[src/rtl/list_walk_pkg.sv]
// list_walk_pkg: shared definitions for the linked-list walker.
//   - reduction mode encodings (2-bit mode port)
//   - FSM state enum
//   - pointer-width helper derived from the node-memory depth
package list_walk_pkg;

  localparam logic [1:0] MODE_SUM   = 2'b00;
  localparam logic [1:0] MODE_COUNT = 2'b01;
  localparam logic [1:0] MODE_MAX   = 2'b10;

  typedef enum logic [1:0] {
    IDLE = 2'd0,
    READ = 2'd1,
    ACC  = 2'd2,
    DONE = 2'd3
  } state_e;

  // Pointer width for a node memory of 'depth' entries (depth >= 2).
  function automatic int calc_aw(input int depth);
    return (depth < 2) ? 1 : $clog2(depth);
  endfunction

endpackage

[src/rtl/list_node_ram.sv]
// list_node_ram: DEPTH x DW synchronous RAM, one write port, one read port.
//   clk      : clock
//   we       : write strobe (gated by the caller)
//   waddr    : write address
//   wdata    : write word {next, value}
//   raddr    : read address
//   rdata_q  : registered read data, one cycle after raddr
// Contents are not reset. A read of the address being written in the same
// cycle returns the old word.
module list_node_ram #(
  parameter int DEPTH = 16,
  parameter int AW    = 4,
  parameter int DW    = 12
) (
  input  logic          clk,
  input  logic          we,
  input  logic [AW-1:0] waddr,
  input  logic [DW-1:0] wdata,
  input  logic [AW-1:0] raddr,
  output logic [DW-1:0] rdata_q
);

  logic [DW-1:0] mem [DEPTH];

  always_ff @(posedge clk) begin
    if (we) mem[waddr] <= wdata;
    rdata_q <= mem[raddr];
  end

endmodule

[src/rtl/list_walk_accum.sv]
// list_walk_accum: walks a linked list held in an internal node memory,
// starting at start_addr and following next pointers until a null (0)
// pointer, reducing node values in SUM / COUNT / MAX mode.
//   clk, rst            : clock, asynchronous active-low reset
//   step_en             : advance tick; READ/ACC only move when it is 1
//   wr_en/addr/value/next : node write port (accepted only when not busy)
//   start, start_addr   : begin a walk (ignored while busy); head 0 = empty
//   mode                : 00 SUM, 01 COUNT, 10 MAX, 11 SUM
//   busy, done          : walk in progress / result valid (level)
//   result, ovf         : reduction result, sticky saturation flag
//   err                 : loop-guard abort
// Optional build macro LIST_WALK_LOOPGUARD_EN: aborts a walk once DEPTH
// nodes have been visited without reaching a null pointer. Without it there
// is no hop counter and err is constant 0.
module list_walk_accum
  import list_walk_pkg::*;
#(
  parameter int W     = 8,
  parameter int DEPTH = 16,
  parameter int AW    = calc_aw(DEPTH)
) (
  input  logic          clk,
  input  logic          rst,
  input  logic          step_en,
  input  logic          wr_en,
  input  logic [AW-1:0] wr_addr,
  input  logic [W-1:0]  wr_value,
  input  logic [AW-1:0] wr_next,
  input  logic          start,
  input  logic [AW-1:0] start_addr,
  input  logic [1:0]    mode,
  output logic          busy,
  output logic          done,
  output logic [W-1:0]  result,
  output logic          ovf,
  output logic          err
);

  state_e        state_q, state_d;
  logic [1:0]    mode_q, mode_d;
  logic [AW-1:0] cur_ptr_q, cur_ptr_d;
  logic [W-1:0]  result_q, result_d;
  logic          ovf_q, ovf_d;
`ifdef LIST_WALK_LOOPGUARD_EN
  logic [AW-1:0] hops_q, hops_d;
  logic          err_q, err_d;
`endif

  logic          idle_like;
  logic [W+AW-1:0] rd_data;
  logic [W-1:0]  node_value;
  logic [AW-1:0] node_next;
  logic [W:0]    add_w;
  logic [W-1:0]  red_val;
  logic          red_sat;

  assign idle_like = (state_q == IDLE) || (state_q == DONE);

  // Read address is always the current pointer, so the registered read
  // data stays valid however long READ/ACC are stalled by step_en.
  list_node_ram #(.DEPTH(DEPTH), .AW(AW), .DW(W + AW)) u_ram (
    .clk     (clk),
    .we      (wr_en && idle_like),
    .waddr   (wr_addr),
    .wdata   ({wr_next, wr_value}),
    .raddr   (cur_ptr_q),
    .rdata_q (rd_data)
  );

  assign node_value = rd_data[W-1:0];
  assign node_next  = rd_data[W+AW-1:W];

  // Reduction of the current node into the running result.
  always_comb begin
    add_w   = {1'b0, result_q} +
              ((mode_q == MODE_COUNT) ? (W+1)'(1) : {1'b0, node_value});
    red_val = result_q;
    red_sat = 1'b0;
    if (mode_q == MODE_MAX) begin
      red_val = (node_value > result_q) ? node_value : result_q;
    end else if (add_w[W]) begin
      red_val = '1;
      red_sat = 1'b1;
    end else begin
      red_val = add_w[W-1:0];
    end
  end

  always_comb begin
    state_d   = state_q;
    mode_d    = mode_q;
    cur_ptr_d = cur_ptr_q;
    result_d  = result_q;
    ovf_d     = ovf_q;
`ifdef LIST_WALK_LOOPGUARD_EN
    hops_d    = hops_q;
    err_d     = err_q;
`endif
    case (state_q)
      IDLE, DONE: begin
        if (start) begin
          mode_d    = mode;
          cur_ptr_d = start_addr;
          result_d  = '0;
          ovf_d     = 1'b0;
`ifdef LIST_WALK_LOOPGUARD_EN
          hops_d    = '0;
          err_d     = 1'b0;
`endif
          state_d   = (start_addr == '0) ? DONE : READ;
        end
      end
      READ: begin
        if (step_en) state_d = ACC;
      end
      ACC: begin
        if (step_en) begin
          result_d  = red_val;
          ovf_d     = ovf_q | red_sat;
          cur_ptr_d = node_next;
`ifdef LIST_WALK_LOOPGUARD_EN
          hops_d    = hops_q + AW'(1);
          if (node_next == '0) begin
            state_d = DONE;
          end else if (hops_q == AW'(DEPTH - 1)) begin
            state_d = DONE;
            err_d   = 1'b1;
          end else begin
            state_d = READ;
          end
`else
          state_d   = (node_next == '0) ? DONE : READ;
`endif
        end
      end
      default: state_d = IDLE;
    endcase
  end

  always_ff @(posedge clk or negedge rst) begin
    if (!rst) begin
      state_q   <= IDLE;
      mode_q    <= MODE_SUM;
      cur_ptr_q <= '0;
      result_q  <= '0;
      ovf_q     <= 1'b0;
`ifdef LIST_WALK_LOOPGUARD_EN
      hops_q    <= '0;
      err_q     <= 1'b0;
`endif
    end else begin
      state_q   <= state_d;
      mode_q    <= mode_d;
      cur_ptr_q <= cur_ptr_d;
      result_q  <= result_d;
      ovf_q     <= ovf_d;
`ifdef LIST_WALK_LOOPGUARD_EN
      hops_q    <= hops_d;
      err_q     <= err_d;
`endif
    end
  end

  assign busy   = (state_q == READ) || (state_q == ACC);
  assign done   = (state_q == DONE);
  assign result = result_q;
  assign ovf    = ovf_q;
`ifdef LIST_WALK_LOOPGUARD_EN
  assign err    = err_q;
`else
  assign err    = 1'b0;
`endif

endmodule

[config.mk]
export PLATFORM = sky130hd
export DESIGN_NAME = list_walk_accum
export DESIGN_NICKNAME = d
export VERILOG_FILES = /design/src/rtl/list_walk_pkg.sv /design/src/rtl/list_node_ram.sv /design/src/rtl/list_walk_accum.sv
export SDC_FILE = /design/constraint.sdc
export NUM_CORES = 1
export LEC_CHECK = 0
export CELL_PAD_IN_SITES_DETAIL_PLACEMENT = 1
export CELL_PAD_IN_SITES_GLOBAL_PLACEMENT = 1
export CORE_UTILIZATION = 47
export CTS_CLUSTER_SIZE = 12
export DETAILED_ROUTE_END_ITERATION = 6
export PLACE_DENSITY_LB_ADDON = 0.2
export SYNTH_ARGS = -nofsm -noshare
export SYNTH_HDL_FRONTEND = slang
export SYNTH_SLANG_ARGS = --single-unit
[constraint.sdc]
create_clock -name clk -period 2.68 [get_ports clk]
set_input_delay 0.536 -clock clk [delete_from_list [all_inputs] [get_ports clk]]
set_output_delay 0.536 -clock clk [all_outputs]
set_load 0.03 [all_outputs]
Word-level counts from Yosys, hierarchy flattened
Memory sizes are Yosys's and may differ from the RTL's. A register that Yosys moved wholly into a read port is not among the register bits.
Index checks and enable logic that the tools add are counted.
{"block": "op_classes", "n_mux": 23, "n_lt_le_gt_ge": 1, "eq_ne": 9, "n_addsub": 1, "bitwise_logic": 1, "n_reduce_logical": 12}
{"operator": "two-way mux 8 bit", "n": 6}
{"operator": "one-hot mux 8 bit (2 select lines)", "n": 1}
{"operator": "two-way mux 2 bit", "n": 5}
{"operator": "adder 8 x 8 -> 9 bit", "n": 1}
{"operator": "greater-than comparator 8 bit", "n": 1}
{"operator": "zero test 4 bit", "n": 2}
{"operator": "two-way mux 4 bit", "n": 2}
{"operator": "one-hot mux 4 bit (2 select lines)", "n": 1}
{"operator": "equality test 2 bit, second input constant", "n": 3}
{"operator": "two-way mux 1 bit", "n": 6}
{"operator": "inequality test 2 bit, second input constant", "n": 3}
{"operator": "one-hot mux 2 bit (3 select lines)", "n": 1}
{"operator": "AND reduction 3 bit", "n": 2}
{"operator": "equality test 2 x 1 -> 1 bit, second input constant", "n": 2}
{"operator": "AND reduction 4 bit", "n": 1}
{"operator": "inequality test 3 bit, second input constant", "n": 1}
{"operator": "zero test 2 bit", "n": 1}
{"operator": "logical OR 1 bit", "n": 2}
{"operator": "one-hot mux 1 bit (2 select lines)", "n": 1}
{"operator": "AND reduction 2 bit", "n": 1}
{"operator": "nonzero test 2 bit", "n": 1}
{"operator": "OR reduction 2 bit", "n": 1}
{"operator": "logical AND 1 bit", "n": 1}
{"operator": "bitwise OR 1 bit", "n": 1}
{"block": "totals", "output_inout_bits": 12, "regBits": 17, "word_cells": 53, "memories": 1, "inputBits": 27, "ramBits": 192}
{"name": "u_ram.mem", "words": 16, "word_bits": 12, "read_ports": 1, "rd_clocked_by_memory_dff": 1, "wr": 1, "line": "list_node_ram.sv:23", "text": "logic [DW-1:0] mem [DEPTH];"}

Logic depth before layout (Yosys ltp)
{"block": "depth", "depth_word": 8, "depth_mapped": 10, "depth_no_buf": 10}

By module
Synthesis repeated with hierarchy kept, for this count alone.
{"block": "hier_totals", "cells_unflattened": 496, "hier_area_um2": 9126.3}
{"module": "list_node_ram", "seq_area_each_um2": 6005.8, "instances": 1, "cells_per_inst": 329, "area_each_um2": 7599.8}
{"module": "list_walk_accum", "seq_area_each_um2": 425.4, "instances": 1, "cells_per_inst": 167, "area_each_um2": 1526.5}

Least setup slack after synthesis
OpenSTA, ideal clock, no wires.
{"block": "synth_path", "kind": "flip-flop to flip-flop", "startpoint": "register state_q[0]", "endpoint": "memory u_ram.mem[0][0] (enable)", "required_ns": 2.284, "arrival_ns": 2.239, "stages_incl_launch_ff": 7, "setup_time_ns": 0.396, "setup_slack_ns": 0.045, "path_buffers": 1, "synth_period_minus_slack_ns": 2.635, "cell_sequence": "dfrtp_1 -> inv_1 -> ha_1 -> clkbuf_1 -> nand2_1 -> or3_1 -> nor3_1"}
{"block": "synth_between", "elab_chain_len": 5, "word_cells_on_any_way": 6, "classes_between": "eq/ne: 1; mux: 2; reduce/logical: 3"}
{"item": "start, declared", "line": "list_walk_accum.sv:39", "text": "state_e state_q, state_d;"}
{"item": "start signal, assigned", "line": "list_walk_accum.sv:152", "text": "state_q <= state_d;"}
{"item": "equality test 2 bit / zero test 2 bit (equally long branches)", "line": "list_walk_accum.sv:57", "text": "assign idle_like = (state_q == IDLE) || (state_q == DONE);"}
{"item": "logical OR 1 bit (*)", "line": "list_walk_accum.sv:57"}
{"item": "logical AND 1 bit (*)", "line": "list_walk_accum.sv:63", "text": ".we (wr_en && idle_like),"}
{"item": "two-way mux 1 bit (*)", "line": "list_node_ram.sv:26", "text": "if (we) mem[waddr] <= wdata;"}
{"item": "two-way mux 1 bit (not written as such) (*)", "line": "list_node_ram.sv:26"}
{"item": "end, declared", "line": "list_node_ram.sv:23"}
Mark *: on every way between the ends. The rest lies on a longest branch, timed or not.

Final worst setup path
{"block": "layout_path", "startpoint": "register mode_q[1]", "endpoint": "register result_q[7] (netlist: result[7])"}
{"block": "layout_between", "elab_chain_len": 7, "word_cells_on_any_way": 10, "classes_between": "add/sub: 1; eq/ne: 3; mux: 5; reduce/logical: 1"}
{"item": "start, declared", "line": "list_walk_accum.sv:40", "text": "logic [1:0] mode_q, mode_d;"}
{"item": "start signal, assigned", "line": "list_walk_accum.sv:153", "text": "mode_q <= mode_d;"}
{"item": "equality test 2 x 1 -> 1 bit", "line": "list_walk_accum.sv:76", "text": "((mode_q == MODE_COUNT) ? (W+1)'(1) : {1'b0, node_value});"}
{"item": "two-way mux 8 bit", "line": "list_walk_accum.sv:76"}
{"item": "adder 8 x 8 -> 9 bit", "line": "list_walk_accum.sv:75", "text": "add_w = {1'b0, result_q} +"}
{"item": "two-way mux 8 bit", "line": "list_walk_accum.sv:81", "text": "end else if (add_w[W]) begin"}
{"item": "two-way mux 8 bit", "line": "list_walk_accum.sv:79", "text": "if (mode_q == MODE_MAX) begin"}
{"item": "two-way mux 8 bit", "line": "list_walk_accum.sv:117", "text": "if (step_en) begin"}
{"item": "one-hot mux 8 bit (2 select lines)", "line": "list_walk_accum.sv:99", "text": "case (state_q)"}
{"item": "end signal, assigned", "line": "list_walk_accum.sv:155", "text": "result_q <= result_d;"}
{"item": "end, declared", "line": "list_walk_accum.sv:42", "text": "logic [W-1:0] result_q, result_d;"}
Parallel ways exist; a longest one is shown, timed or not. The select of a mux whose other input is x is not followed.
A chain may end at the register's enable or synchronous reset.

==> results.json <==
{
  "synth-seq-cells": 221,
  "antenna_found_initial": 0,
  "drive_gt1_share_pct": 22.7,
  "rsz0062_at_grt": "no",
  "insertion_delay_ns": 0.51,
  "slowest_delay_ns": 0.41,
  "powerDensity_nw_per_um2": 1040,
  "syn_nets": 515,
  "slew_viol_final": 0,
  "register_area_sq_um": 6440,
  "dieArea_sq_um": 19700,
  "r2r-end": "result[7]",
  "pin_count": 39,
  "initial_core_util_pct": 48.1,
  "syn_inst": 467,
  "synth.avg_cell_area_sq_um": 19.3,
  "gp_congestion": 0.862,
  "fin_cells": 793,
  "grt_pass1_wl_microns": 30400,
  "synth_edf_count": 192,
  "rr_worst_depth": 10,
  "cts_setup_buffers": 0,
  "endpoint_kind": "flip-flop",
  "fin_skew_ns": 0.00651,
  "coreArea_sq_um": 18700,
  "synth_flop_cell": "edfxtp_1",
  "synth_fa_ha_area_share_pct": 3.00,
  "nFillCells": 1654,
  "n_antenna_cell": 0,
  "period_share_pct": 93.9,
  "yosys-mux-area-fraction_pct": 15.7,
  "multiInputGateArea_sq_um": 2450,
  "hold_violations": 0,
  "detail-route-antenna-nets": 0,
  "grt_remaining_overflow": 0,
  "async_flop_share_pct": 7.69,
  "ctsLongestPathBuffers": 3,
  "hp-class": "primary input to asynchronous set/reset pin",
  "drc": 0,
  "start_kind": "flip-flop",
  "synth_area_sq_um": 9000,
  "chipHeight_microns": 140,
  "synthSimpleGateAreaFrac_pct": 4.03,
  "clock_sinks": 221,
  "fp.dieW_microns": 140,
  "clock-root-buffer": "clkbuf_16",
  "p_leak_nw": 3.60,
  "num_rows": 50,
  "synth_warnings": 0,
  "tns_ns": 0,
  "yosysSeqAreaShare_pct": 71.5,
  "vias": 4689,
  "irDropWorstVdd_mv": 0.526,
  "grt_max_degree": 50,
  "crit_chain": "nand2b_4 > buf_4 > and2_1 > ha_1 > and3_1 > a221o_1 > nand2b_1 > a21oi_1 > o21ai_1 > a32o_1",
  "r2r_start": "mode_q[1]",
  "grt_pass1_vias": 5127,
  "nNetsFinal": 589,
  "power_mw": 11.0,
  "cp_max_fo": 6,
  "io_buffer_count": 37,
  "dp.cells": 749,
  "clkTransAtPathRegs_ns": 0.06,
  "syn2layout_area_growth_pct": 17.5,
  "viasPerCell": 5.91,
  "ctsHtreeMaxLevel": 1,
  "status": "complete, no violations",
  "cts_made_buffers": 24,
  "fmax_mhz": 398,
  "tightest_slew_ns": 0.797,
  "wl_per_cell_microns": 24.8,
  "postRouteWirelength_microns": 19700,
  "cp.required_ns": 3.08,
  "place_ws_ns": 0.0582,
  "synth-xor-area-share_pct": 0.389,
  "synth_top_family_by_area": "multiplexers",
  "fin_crit_ns": 2.52,
  "crit_type": "flip-flop to flip-flop",
  "hpwl_microns": 12500,
  "synth_compound_area_share_pct": 3.70,
  "setup_viol": 0,
  "cts_tree": "built",
  "ys_types": 47,
  "first_pass_iters": 4,
  "cp_slowest_cell": "dfrtp_1",
  "grt_usage_pct": 21.1,
  "max_slew_margin_pct": 46.9,
  "r2r_slack_ns": 0.16,
  "cts_hold_buf": 0,
  "drtIter0Drc": 246,
  "postLayoutSetupSlackWorst_ns": 0.165,
  "cap_violations": 0,
  "arrival_ns": 2.91
}
## final cells by class
cell class	instances	share of cell area, %
flip-flops and latches	221	60.8
clock inverters	4	0.189
multi-input cells	217	23.2
inverters	11	0.390
well taps	234	2.77
repair buffers	66	5.90
clock buffers	40	6.73
## per-layer routing
metal	up-vias	GRT usage [%]	wire, microns
met2	128	37.5	10200
met3	41	3.38	980
li1	2047	-	-
met4	0	7.58	606
met5	-	0	0
met1	2473	26.3	7910
## where the power goes
part           internal (mW)  total, mW  leakage [nW]  switching (mW)
Clock                   1.80       3.05         0.351            1.25
Combinational           1.79       3.62          1.21            1.84
Sequential              4.05       4.36          2.04           0.310
## sequential cells by signal, indices dropped and copies added, names as in the netlist
register and count:
u_ram.mem 192, u_ram.rdata_q 12, cur_ptr_q 4, result 8, ovf 1, mode_q 2
state_q 2
## worst max path at each step
stage               start         endpoint  slack (ns)  depth (start not counted)
2_1_floorplan  state_q[0]  u_ram.mem[0][0]        0.04                          6
3_3_place_gp    mode_q[1]        result[5]        0.18                         10
3_5_place_dp    mode_q[1]        result[5]        0.06                         10
4_1_cts         mode_q[1]        result[5]        0.04                         10
5_1_grt         mode_q[1]        result[5]       0.009                         10
6_report        mode_q[1]        result[7]        0.16                         10
## synthesized netlist by cell type, types with 2 or more instances
cell type | instances | area (sq um)
edfxtp_1 | 192 | 5770
mux4_2 | 60 | 1350
nor2_1 | 26 | 97.6
ha_1 | 20 | 250
a21oi_1 | 19 | 95.1
dfrtp_1 | 17 | 425
nand2_1 | 13 | 48.8
dfxtp_1 | 12 | 240
inv_1 | 11 | 41.3
o21ai_1 | 8 | 40.0
and2_1 | 7 | 43.8
nand2b_1 | 7 | 43.8
buf_2 | 5 | 25.0
clkbuf_1 | 5 | 18.8
nor3_1 | 5 | 25.0
a21o_1 | 4 | 30.0
and3_1 | 4 | 25.0
buf_1 | 4 | 15.0
mux2i_1 | 4 | 40.0
a22o_1 | 3 | 26.3
a32o_1 | 3 | 30.0
nand4_1 | 3 | 18.8
buf_8 | 2 | 30.0
mux2_1 | 2 | 22.5
nand3_1 | 2 | 10.0
nor2b_1 | 2 | 12.5
o21a_1 | 2 | 15.0
o22a_1 | 2 | 17.5
o22ai_1 | 2 | 12.5
o2bb2ai_1 | 2 | 17.5
xnor2_1 | 2 | 17.5
xor2_1 | 2 | 17.5
## repair_timing
action,4_1_cts,5_1_grt
pin swaps,0,1
gates resized for setup,1,2
endpoints found under the setup margin,1,7
## layout by cell type (no fill, tap or decap), drive strengths merged, types with 2 or more instances in the layout
| cell type | count |
|---|---|
| buf | 29 |
| nand2b | 7 |
| and3 | 4 |
| mux4 | 60 |
| nor2 | 26 |
| o22ai | 2 |
| ha | 20 |
| o21ai | 9 |
| nor3 | 5 |
| mux2 | 2 |
| a21oi | 19 |
| o21a | 2 |
| nand4 | 3 |
| clkinv | 3 |
| a22o | 3 |
| a21o | 4 |
| edfxtp | 192 |
| mux2i | 4 |
| nand3 | 2 |
| xor2 | 2 |
| nand2 | 13 |
| clkdlybuf4s50 | 36 |
| xnor2 | 2 |
| and2 | 7 |
| o2bb2ai | 2 |
| dfrtp | 17 |
| o22a | 2 |
| clkbuf | 40 |
| a32o | 3 |
| dfxtp | 12 |
| inv | 11 |
| nor2b | 2 |
## critical path: cells and delay by family (launching register included)
kind | cells | cell delay [ns]
AOI/OAI and AO/OA | 4 | 0.81
adders and majority gates | 1 | 0.35
buffers and inverters | 1 | 0.16
DFF | 1 | 0.41
and+or+nand+nor | 4 | 0.67
## per-stage QoR
stage	hold slack, ns	utilization, %	instance area [sq um]
finish	0.382	56.5	10600
global placement	0.473	52.6	9830
floorplan	0.240	-	9000
detailed placement	0.484	52.6	9830
CTS	0.376	56.5	10600
global route	0.405	56.5	10600
## cell families after synthesis
kind of cell             after synthesis
flip-flops                           221
adder cells (fa/ha/maj)               21
multiplexers                          66
AND/OR/NAND/NOR                       74
buffers and inverters                 29
XOR/XNOR                               4
other                                  1
AO/OA/AOI/OAI                         51
No activity file was read; power rests on OpenSTA's default activity.
